$ cat src/rtl/codificador_param.sv
// Registered WIDTH-bit coder: captures data on the rising edge of ready and
// issues a binary, Gray or excess-3 code with parity, valid strobe and error flag.
module codificador_param #(
  parameter int WIDTH     = 4,
  parameter int CNT_WIDTH = 8
) (
  input  logic                 clk,
  input  logic                 reset,
  input  logic [WIDTH-1:0]     data_in,
  input  logic [1:0]           mode,
  input  logic                 ready,
  input  logic                 clear,
  output logic [WIDTH-1:0]     code_out,
  output logic                 parity,
  output logic                 valid,
  output logic                 err,
  output logic                 busy,
  output logic [CNT_WIDTH-1:0] count
);

  typedef enum logic [1:0] {IDLE, ENCODE, HOLD} state_t;

  state_t           state_reg, state_next;
  logic             ready_q;
  logic             rise;
  logic [WIDTH-1:0] data_reg;
  logic [1:0]       mode_reg;
  logic [WIDTH-1:0] gray_code;
  logic [WIDTH:0]   xs3_sum;
  logic [WIDTH-1:0] code_next;
  logic             err_next;

  assign rise = ready & ~ready_q;
  assign busy = (state_reg != IDLE);

  // Each Gray bit is the XOR of a data bit with its upper neighbour.
  generate
    for (genvar gi = 0; gi < WIDTH - 1; gi++) begin : g_gray
      assign gray_code[gi] = data_reg[gi] ^ data_reg[gi+1];
    end
  endgenerate
  assign gray_code[WIDTH-1] = data_reg[WIDTH-1];

  assign xs3_sum = {1'b0, data_reg} + {{(WIDTH-1){1'b0}}, 2'b11};

  always_comb begin
    code_next = '0;
    err_next  = 1'b0;
    case (mode_reg)
      2'd0: code_next = data_reg;
      2'd1: code_next = gray_code;
      2'd2: begin
        code_next = xs3_sum[WIDTH-1:0];
        err_next  = xs3_sum[WIDTH];
      end
      default: err_next = 1'b1;
    endcase
  end

  always_comb begin
    state_next = state_reg;
    case (state_reg)
      IDLE:    if (rise) state_next = ENCODE;
      ENCODE:  state_next = HOLD;
      HOLD:    if (!ready) state_next = IDLE;
      default: state_next = IDLE;
    endcase
  end

  always_ff @(posedge clk or negedge reset) begin
    if (!reset) begin
      state_reg <= IDLE;
      ready_q   <= 1'b0;
      data_reg  <= '0;
      mode_reg  <= 2'd0;
      code_out  <= '0;
      parity    <= 1'b0;
      err       <= 1'b0;
      valid     <= 1'b0;
      count     <= '0;
    end else begin
      state_reg <= state_next;
      ready_q   <= ready;
      valid     <= (state_reg == ENCODE);
      if (state_reg == IDLE && rise) begin
        data_reg <= data_in;
        mode_reg <= mode;
      end
      if (state_reg == ENCODE) begin
        code_out <= code_next;
        parity   <= ^code_next;
        err      <= err_next;
      end
      // A clear coincident with ENCODE takes priority over the increment.
      if (clear)
        count <= '0;
      else if (state_reg == ENCODE)
        count <= count + CNT_WIDTH'(1);
    end
  end

endmodule

$ cat config.mk
export PLATFORM = sky130hd
export DESIGN_NAME = codificador_param
export DESIGN_NICKNAME = d
export VERILOG_FILES = /design/src/rtl/codificador_param.sv
export SDC_FILE = /design/constraint.sdc
export NUM_CORES = 1
export LEC_CHECK = 0
export ABC_AREA = 1
export CORE_UTILIZATION = 50
export CTS_CLUSTER_SIZE = 40
export DETAILED_ROUTE_END_ITERATION = 7
export GPL_ROUTABILITY_DRIVEN = 0
export PLACE_DENSITY = 0.75
export SLEW_MARGIN = 0
export SYNTH_ARGS = -nofsm -noshare
export SYNTH_HDL_FRONTEND = slang
export SYNTH_SLANG_ARGS = --single-unit
$ cat constraint.sdc
create_clock -name clk -period 2.99 [get_ports clk]
set_input_delay 0.897 -clock clk [delete_from_list [all_inputs] [get_ports clk]]
set_output_delay 0.897 -clock clk [all_outputs]
set_load 0.005 [all_outputs]
==> impl_metrics.py, run 1 <==
metrics = {
    "outcome": {
        "outcome": "complete, no violations",
    },
    "job": {
        "drv_cap": 0,
    },
    "final_layout": {
        "areaGrowthSynthToFinish_pct": 24.0,
        "antenna_cells": 0,
        "final_layout_size_suffix_gt1_share_pct": 8.74,
        "final_net_count": 199,
        "final_cell_area_sq_um": 1580,
        "largest_reg_flops": 8,
    },
    "die": {
        "ios": 26,
        "die-area_sq_um": 2750,
        "die_height_microns": 52.4,
        "start_util_pct": 55.3,
        "coreArea_sq_um": 2300,
        "die_w_microns": 52.4,
        "rows": 17,
    },
    "sta": {
        "tns_ps": 0,
        "slew_violations": 0,
        "max_freq_mhz": 432,
        "hold_violations": 0,
        "grt_setup_unrepaired": "no",
        "period_needed_ps": 2310,
        "timing.final.crit_share_pct": 77.4,
        "fin_skew_ps": 4.92,
        "maxSlewHeadroom_pct": 71.6,
        "tightest_slew_ps": 425,
        "finalSetupViolations": 0,
        "setup_slack_ps": 676,
    },
    "synthesis": {
        "synthCells": 156,
        "syn_avg_cell_area_sq_um": 8.15,
        "synth_edf_count": 0,
        "synth-seq-area-share_pct": 47.2,
        "yosys.area_share.simple_pct": 30.4,
        "synth_fa_ha_area_share_pct": 4.92,
        "ys.flop_type": "dfrtp_1",
        "syn_nets": 171,
        "synth-async-reset-ratio_pct": 100,
        "synthMuxAreaShare_pct": 0,
        "synth_top_family_by_area": "simple AND/OR/NAND/NOR gates",
        "ys_warn_count": 0,
        "synth-compound-area-share_pct": 8.76,
        "syn-cell-area_sq_um": 1270,
        "synth_cell_types": 21,
        "ys_seq_elements": 24,
        "synth-xor-area-share_pct": 0,
    },
    "global_route": {
        "grt_pass1_vias": 956,
        "overflow": 0,
        "grt_pass1_wl_microns": 3960,
        "grt_use_total_pct": 20.0,
        "antenna_found_initial": 0,
        "grt_max_degree": 25,
    },
    "clock_tree": {
        "cts_tree": "yes",
        "cts_buffers": 3,
        "htree_levels": 1,
        "ctsRootBufferMaster": "clkbuf_4",
        "postCtsResizedCells": 0,
        "clock-sinks": 24,
        "hold_buffers": 0,
        "clk_latency_ps": 300,
        "clkTransAtPathRegs_ps": 120,
        "post_cts_buffers": 0,
        "clock_path_buffers": 2,
    },
    "routing": {
        "final_antenna_net_count": 0,
        "first_pass_iters": 4,
        "remaining_drc_errors": 0,
        "wire_per_inst_microns": 11.4,
        "vias": 1099,
        "routed_wirelength_microns": 2410,
        "vias_per_cell": 5.21,
        "dr.first_iter.drc_count": 24,
    },
    "placement": {
        "dp_hpwl_microns": 1880,
        "place_area_sq_um": 1540,
        "pre_cts_ws_ps": 837,
        "io_buffers": 25,
    },
    "pwr": {
        "ir_drop_mv": 0.397,
        "powerDensity_nw_per_um2": 617,
        "p_leak_nw": 0.774,
        "report.power.total_mw": 0.973,
    },
    "critical_path": {
        "path_max_fanout": 4,
        "cp.required_ps": 2090,
        "critPathKind": "reg -> out",
        "startpoint_type": "flip-flop",
        "end_kind": "output pin",
        "worstPathArrival_ps": 1420,
    },
    "worst_hold_path": {
        "hold_class": "reg -> reg",
    },
}
==> metal layers <==
metal	vias up	GRT usage, %	part of all wire (%)
li1	549	-	-
met1	514	25.1	48
met2	34	34.4	47
met3	2	2.61	5.1
met4	0	7.89	0.66
met5	-	0	0
==> placed cells by master, fill, tap and decap left out, drive strengths merged <==
cell type      instances
nand2                 45
ha                     5
clkbuf                 4
a21oi                  5
nand3                 15
dfrtp                 24
buf                    1
clkdlybuf4s50         25
o21ai                 16
a31oi                  1
nand3b                 2
nor3                   3
inv                   23
nor2                  13
nor3b                  1
==> cell families after synthesis <==
group,count (synthesis)
AO/OA/AOI/OAI,22
adder cells (fa/ha/maj),5
buffers and inverters,26
flip-flops,24
AND/OR/NAND/NOR,79
==> final timing paths <==
kind | cells after the start | from | to | slack (ps)
worst max-delay path | 3 | state_reg[1] | busy | 680
worst min-delay path | 2 | parity | parity | 500
worst max register to register | 11 | data_reg[1] | parity | 1440
worst min register to register | 2 | parity | parity | 500
max in group asynchronous | 2 | reset | valid | 1830
min in group asynchronous | 2 | reset | code_out[1] | 930
==> layout make-up <==
class,count,area [sq um]
fillers,197,721
flip-flops and latches,24,601
multi-input cells,106,561
repair buffers,26,258
inverters,23,86.3
clock buffers,4,36.3
well taps,28,35.0
==> synth_stat cells, types with 2 or more instances <==
cell type / n / area, sq um
nand2_2: 2 / 12.5
nor3_4: 2 / 32.5
nand2_1: 43 / 161
dfrtp_1: 24 / 601
a21oi_1: 5 / 25.0
ha_1: 5 / 62.6
nor2_1: 12 / 45.0
o21ai_0: 15 / 75.1
nand3b_1: 2 / 15.0
nand3_1: 14 / 70.1
inv_1: 20 / 75.1
inv_2: 3 / 11.3
==> power breakdown <==
group | leakage [nW] | total [mW] | internal, mW | switching, mW
clock network | 0.0210 | 0.163 | 0.0743 | 0.0887
registers | 0.311 | 0.442 | 0.388 | 0.0540
logic | 0.441 | 0.369 | 0.176 | 0.193
==> worst max-delay path, stage by stage (launching register included) <==
cell             delay [ps]
dfrtp_1                 470
nor2_1                   80
inv_2                    80
clkdlybuf4s50_1         490
==> metrics by stage <==
step / utilization, % / hold slack, ps / instances
6_report: 68.6 / 503 / 211
5_1_grt: 68.6 / 534 / 211
4_1_cts: 68.6 / 504 / 211
3_5_place_dp: 67.0 / 465 / 207
3_3_place_gp: 67.0 / 466 / 207
2_1_floorplan: - / 473 / 156
No activity file was read; power rests on OpenSTA's default activity.
==> run 2, diff against run 1 <==
CORE_ASPECT_RATIO = 0.5   (was unset)
CORE_UTILIZATION = 45   (was 50)
PLACE_DENSITY = 0.71   (was 0.75)
clock period = 1.93 ns   (was 2.99 ns; I/O delays follow)
==> run 2 against run 1 <==
Compared with the run above: clock power rose to 2.7 times the previous value; critical path depth did not move; combinational power rose by 52%; setup slack got worse by 590 ps; highest routed layer unchanged; power rose by 73%.
==> impl_metrics.py, run 2 (synthesis results as in run 1) <==
metrics = {
    "die": {
        "die_w_microns": 77.2,
        "ios": 26,
        "coreArea_sq_um": 2640,
        "die-area_sq_um": 3050,
        "die_height_microns": 39.6,
        "start_util_pct": 48.2,
        "rows": 13,
    },
    "final_layout": {
        "largest_reg_flops": 8,
        "final_layout_size_suffix_gt1_share_pct": 9.78,
        "final_common_cell": "nand2_1",
        "final_core_util_pct": 62.0,
        "final_cell_area_sq_um": 1630,
        "final_net_count": 200,
        "multi_input_area_sq_um": 563,
        "areaGrowthSynthToFinish_pct": 28.4,
        "nFillCells": 247,
        "antenna_cells": 0,
        "seq_area_sq_um": 601,
        "fin_cells": 221,
        "final_cell_mix": "nand2_1 (43), clkdlybuf4s50_1 (25), dfrtp_1 (24)",
    },
    "sta": {
        "period_needed_ps": 1850,
        "slew_violations": 0,
        "tightest_slew_ps": 408,
        "grt_setup_unrepaired": "no",
        "tns_ps": 0,
        "maxSlewHeadroom_pct": 72.8,
        "max_freq_mhz": 541,
        "setup_slack_ps": 80.9,
        "hold_violations": 0,
        "fin_skew_ps": 7.95,
        "finalSetupViolations": 0,
        "timing.final.crit_share_pct": 95.8,
    },
    "critical_path": {
        "cp.required_ps": 1350,
        "path_buf_inv": 2,
        "r2r_start": "state_reg[1]",
        "startpoint_type": "flip-flop",
        "slowest_stage": "clkdlybuf4s50_1",
        "end_kind": "output pin",
        "crit_start": "state_reg[0]",
        "path_max_fanout": 3,
        "cp_top_family": "buffers and inverters",
        "critPathKind": "reg -> out",
        "worstPathArrival_ps": 1270,
        "max_stage_delay_ps": 490,
        "path_cells": "nor2_2, inv_2, clkdlybuf4s50_1",
    },
    "routing": {
        "vias": 1056,
        "wire_per_inst_microns": 10.5,
        "final_antenna_net_count": 0,
        "vias_per_cell": 4.78,
        "first_pass_iters": 4,
        "remaining_drc_errors": 0,
        "dr.first_iter.drc_count": 62,
        "routed_wirelength_microns": 2320,
    },
    "worst_hold_path": {
        "hp-start": "parity",
        "hold_class": "reg -> reg",
    },
    "global_route": {
        "antenna_found_initial": 0,
        "grt_use_total_pct": 17.5,
        "grt_pass1_vias": 889,
        "grt_util_met3_pct": 4.88,
        "grtUsageMet1_pct": 22.5,
        "grt_pass1_wl_microns": 3890,
        "grt_busiest_layer": "met2",
        "grt_max_degree": 25,
        "use_met2_pct": 29.2,
        "overflow": 0,
    },
    "job": {
        "drv_cap": 0,
    },
    "outcome": {
        "outcome": "complete, no violations",
    },
    "clock_tree": {
        "htree_levels": 1,
        "clk_latency_ps": 270,
        "clkTransAtPathRegs_ps": 90,
        "cts_tree": "yes",
        "cts_buffers": 3,
        "clock-sinks": 24,
        "clock_path_buffers": 2,
        "ctsRootBufferMaster": "clkbuf_8",
        "hold_buffers": 0,
    },
    "placement": {
        "pre_cts_ws_ps": 135,
        "io_buffers": 25,
        "dp.cells": 216,
        "dp_hpwl_microns": 1730,
        "place_area_sq_um": 1550,
    },
    "pwr": {
        "p_leak_nw": 0.794,
        "powerDensity_nw_per_um2": 1030,
        "ir_drop_mv": 0.400,
    },
}
## run 2: cell types whose count changed in the layout (fill, tap and decap cells not counted)
cell,before,now
bufinv_16,0,1
nor2_2,0,1
nor2_1,12,11
clkbuf_4,3,0
buf_4,1,2
clkbuf_8,1,3
## run 2: layer usage
layer	share of wire, %	vias to the layer above	wire (microns)
met2	45	26	1040
met5	0	-	0
met4	1.1	0	25
met3	3.8	4	88
met1	50	474	1160
li1	-	552	-
## run 2: stage by stage
stage / hold slack (ps) / total power, mW
final: 482 / 1.68
after global routing: 514 / 1.82
after CTS: 488 / 1.70
after detailed placement: 464 / 1.25
after global placement: 465 / 1.23
after floorplan: 283 / 1.02
## run 2: path summary, 6_finish.rpt
check	endpoint	slack, ps	cells past startpoint
min in group asynchronous	count[3]	650	2
min	parity	480	2
max	busy	80	3
max reg2reg	count[7]	410	9
max in group asynchronous	state_reg[1]	1040	2
min reg2reg	parity	480	2
## run 2: where the power goes
part	total, mW	internal [mW]	leakage (nW)	switching [mW]
Sequential	0.683	0.602	0.311	0.0808
Combinational	0.562	0.275	0.447	0.287
Clock	0.438	0.277	0.0357	0.161
## run 2: timing repair
action                     in CTS  in global routing
gates cloned                    0                  0
setup endpoints to repair       1                  1
resized for setup               0                  1
setup buffers                   1                  0
pin swaps                       0                  0
## run 2: area by class of cell
type | count | area share, %
repair buffers | 27 | 16.2
well taps | 37 | 2.84
inverters | 23 | 5.29
multi-input cells | 106 | 34.5
clock inverters | 1 | 1.84
flip-flops and latches | 24 | 36.8
clock buffers | 3 | 2.53
## run 2: worst min-delay path, cell delays in order, from the launching register on
cell and delay (ps):
dfrtp_1 350, nand2_1 50, nand2_1 50
==> run 3, diff against run 2 <==
CORE_UTILIZATION = 30   (was 45)
DONT_BUFFER_PORTS = 1   (was unset)
PLACE_DENSITY = 0.42   (was 0.71)
==> run 3 against run 2 <==
Compared with the run above: largest cell class unchanged; power down 13%; final cell count is 3.6% lower; clock power down 20%.
==> impl_metrics.py, run 3 (synthesis results as in run 1) <==
metrics = {
    "routing": {
        "first_pass_iters": 4,
        "routed_wirelength_microns": 2560,
        "wire_per_inst_microns": 12.0,
        "vias_per_cell": 4.46,
        "vias": 950,
        "dr.first_iter.drc_count": 15,
        "remaining_drc_errors": 0,
        "final_antenna_net_count": 0,
    },
    "sta": {
        "fin_skew_ps": 4.28,
        "slew_violations": 0,
        "whs_ps": 108,
        "period_needed_ps": 1520,
        "grt_setup_unrepaired": "no",
        "tightest_slew_ps": 451,
        "tns_ps": 0,
        "setup_slack_ps": 407,
        "timing.final.crit_share_pct": 78.9,
        "max_freq_mhz": 656,
        "finalSetupViolations": 0,
        "maxSlewHeadroom_pct": 69.9,
        "hold_violations": 0,
    },
    "die": {
        "die-area_sq_um": 4520,
        "die_height_microns": 48.0,
        "ios": 26,
        "die_w_microns": 94.1,
        "start_util_pct": 31.9,
        "rows": 16,
        "coreArea_sq_um": 3980,
    },
    "pwr": {
        "powerDensity_nw_per_um2": 1040,
        "ir_drop_mv": 0.296,
        "p_leak_nw": 0.698,
        "report.power.total_mw": 1.46,
    },
    "final_layout": {
        "final_net_count": 175,
        "final_layout_size_suffix_gt1_share_pct": 10.7,
        "final_cell_area_sq_um": 1400,
        "final_core_util_pct": 35.1,
        "fin_cells": 213,
        "antenna_cells": 0,
        "final_common_cell": "nand2_1",
        "largest_reg_flops": 8,
        "final_cell_mix": "nand2_1 (43), dfrtp_1 (24), inv_1 (20)",
        "areaGrowthSynthToFinish_pct": 9.94,
    },
    "job": {
        "drv_cap": 0,
    },
    "critical_path": {
        "slowest_stage": "dfrtp_1",
        "end_kind": "output pin",
        "path_cells": "nor2_1, inv_2",
        "max_stage_delay_ps": 450,
        "r2r_start": "data_reg[1]",
        "path_max_fanout": 4,
        "startpoint_type": "flip-flop",
        "r2r_setup_slack_ps": 440,
        "cp.required_ps": 1350,
        "critPathKind": "reg -> out",
        "crit_start": "state_reg[1]",
        "ff2ff_path_depth": 12,
        "crit_end": "busy",
        "r2r-end": "parity",
        "worstPathArrival_ps": 940,
    },
    "clock_tree": {
        "cts_buffers": 3,
        "clock-sinks": 24,
        "ctsRootBufferMaster": "clkbuf_8",
        "htree_levels": 1,
        "post_cts_buffers": 0,
        "cts_tree": "yes",
        "clkTransAtPathRegs_ps": 90,
        "clock_path_buffers": 2,
        "postCtsResizedCells": 0,
        "clk_latency_ps": 270,
    },
    "global_route": {
        "antenna_found_initial": 0,
        "grt_busiest_layer": "met2",
        "grtUsageMet1_pct": 17.0,
        "grt_use_total_pct": 12.4,
        "use_met2_pct": 19.6,
        "grt_pass1_wl_microns": 4150,
        "grt_pass1_vias": 852,
        "grt_util_met3_pct": 4.76,
        "grt_max_degree": 25,
        "overflow": 0,
    },
    "outcome": {
        "outcome": "complete, no violations",
    },
    "placement": {
        "place_area_sq_um": 1320,
        "dp_hpwl_microns": 1950,
        "io_buffers": 0,
        "pre_cts_ws_ps": 426,
        "dp.cells": 208,
    },
    "worst_hold_path": {
        "hold_class": "in -> async",
    },
}
run 3: cell types whose count changed in the layout (fill, tap and decap cells not counted), sizes merged:
cell	delta
bufinv	-1
clkdlybuf4s50	-25
clkbuf	+1
run 3: what timing repair did:
| item | CTS | global route |
|---|---|---|
| endpoints found under the hold margin | 24 | 0 |
| hold buffers | 1 | 0 |
| endpoints found under the setup margin | 0 | 0 |
run 3: routing by layer:
layer,up-vias,share of wire (%)
met4,0,0.31
met5,-,0
met3,2,5.9
met1,428,52
met2,21,42
li1,499,-
run 3: area by class of cell:
type / count / area, sq um
timing repair buffer: 2 / 27.5
multi-input combinational: 106 / 561
sequential: 24 / 601
clock buffer: 4 / 55.1
fill: 428 / 2590
inverter: 23 / 86.3
tap: 54 / 67.6
run 3: worst min-delay path by stage:
stage / from / end / cells past startpoint
floorplan: reset / code_out[0] / 0
global placement: reset / count[6] / 0
detailed placement: reset / count[6] / 0
CTS: reset / code_out[0] / 1
global route: reset / code_out[2] / 1
finish: reset / code_out[0] / 1
run 3: where the power goes:
group	total (mW)	switching, mW	internal, mW
combinational	0.405	0.253	0.152
clock	0.351	0.168	0.182
sequential	0.703	0.101	0.602
total	1.46	0.522	0.937
run 3: worst max-delay path, delay by kind of cell (launching register included):
family	cells	cell delay (ps)
flops	1	450
simple gates	1	150
buf+inv	1	70
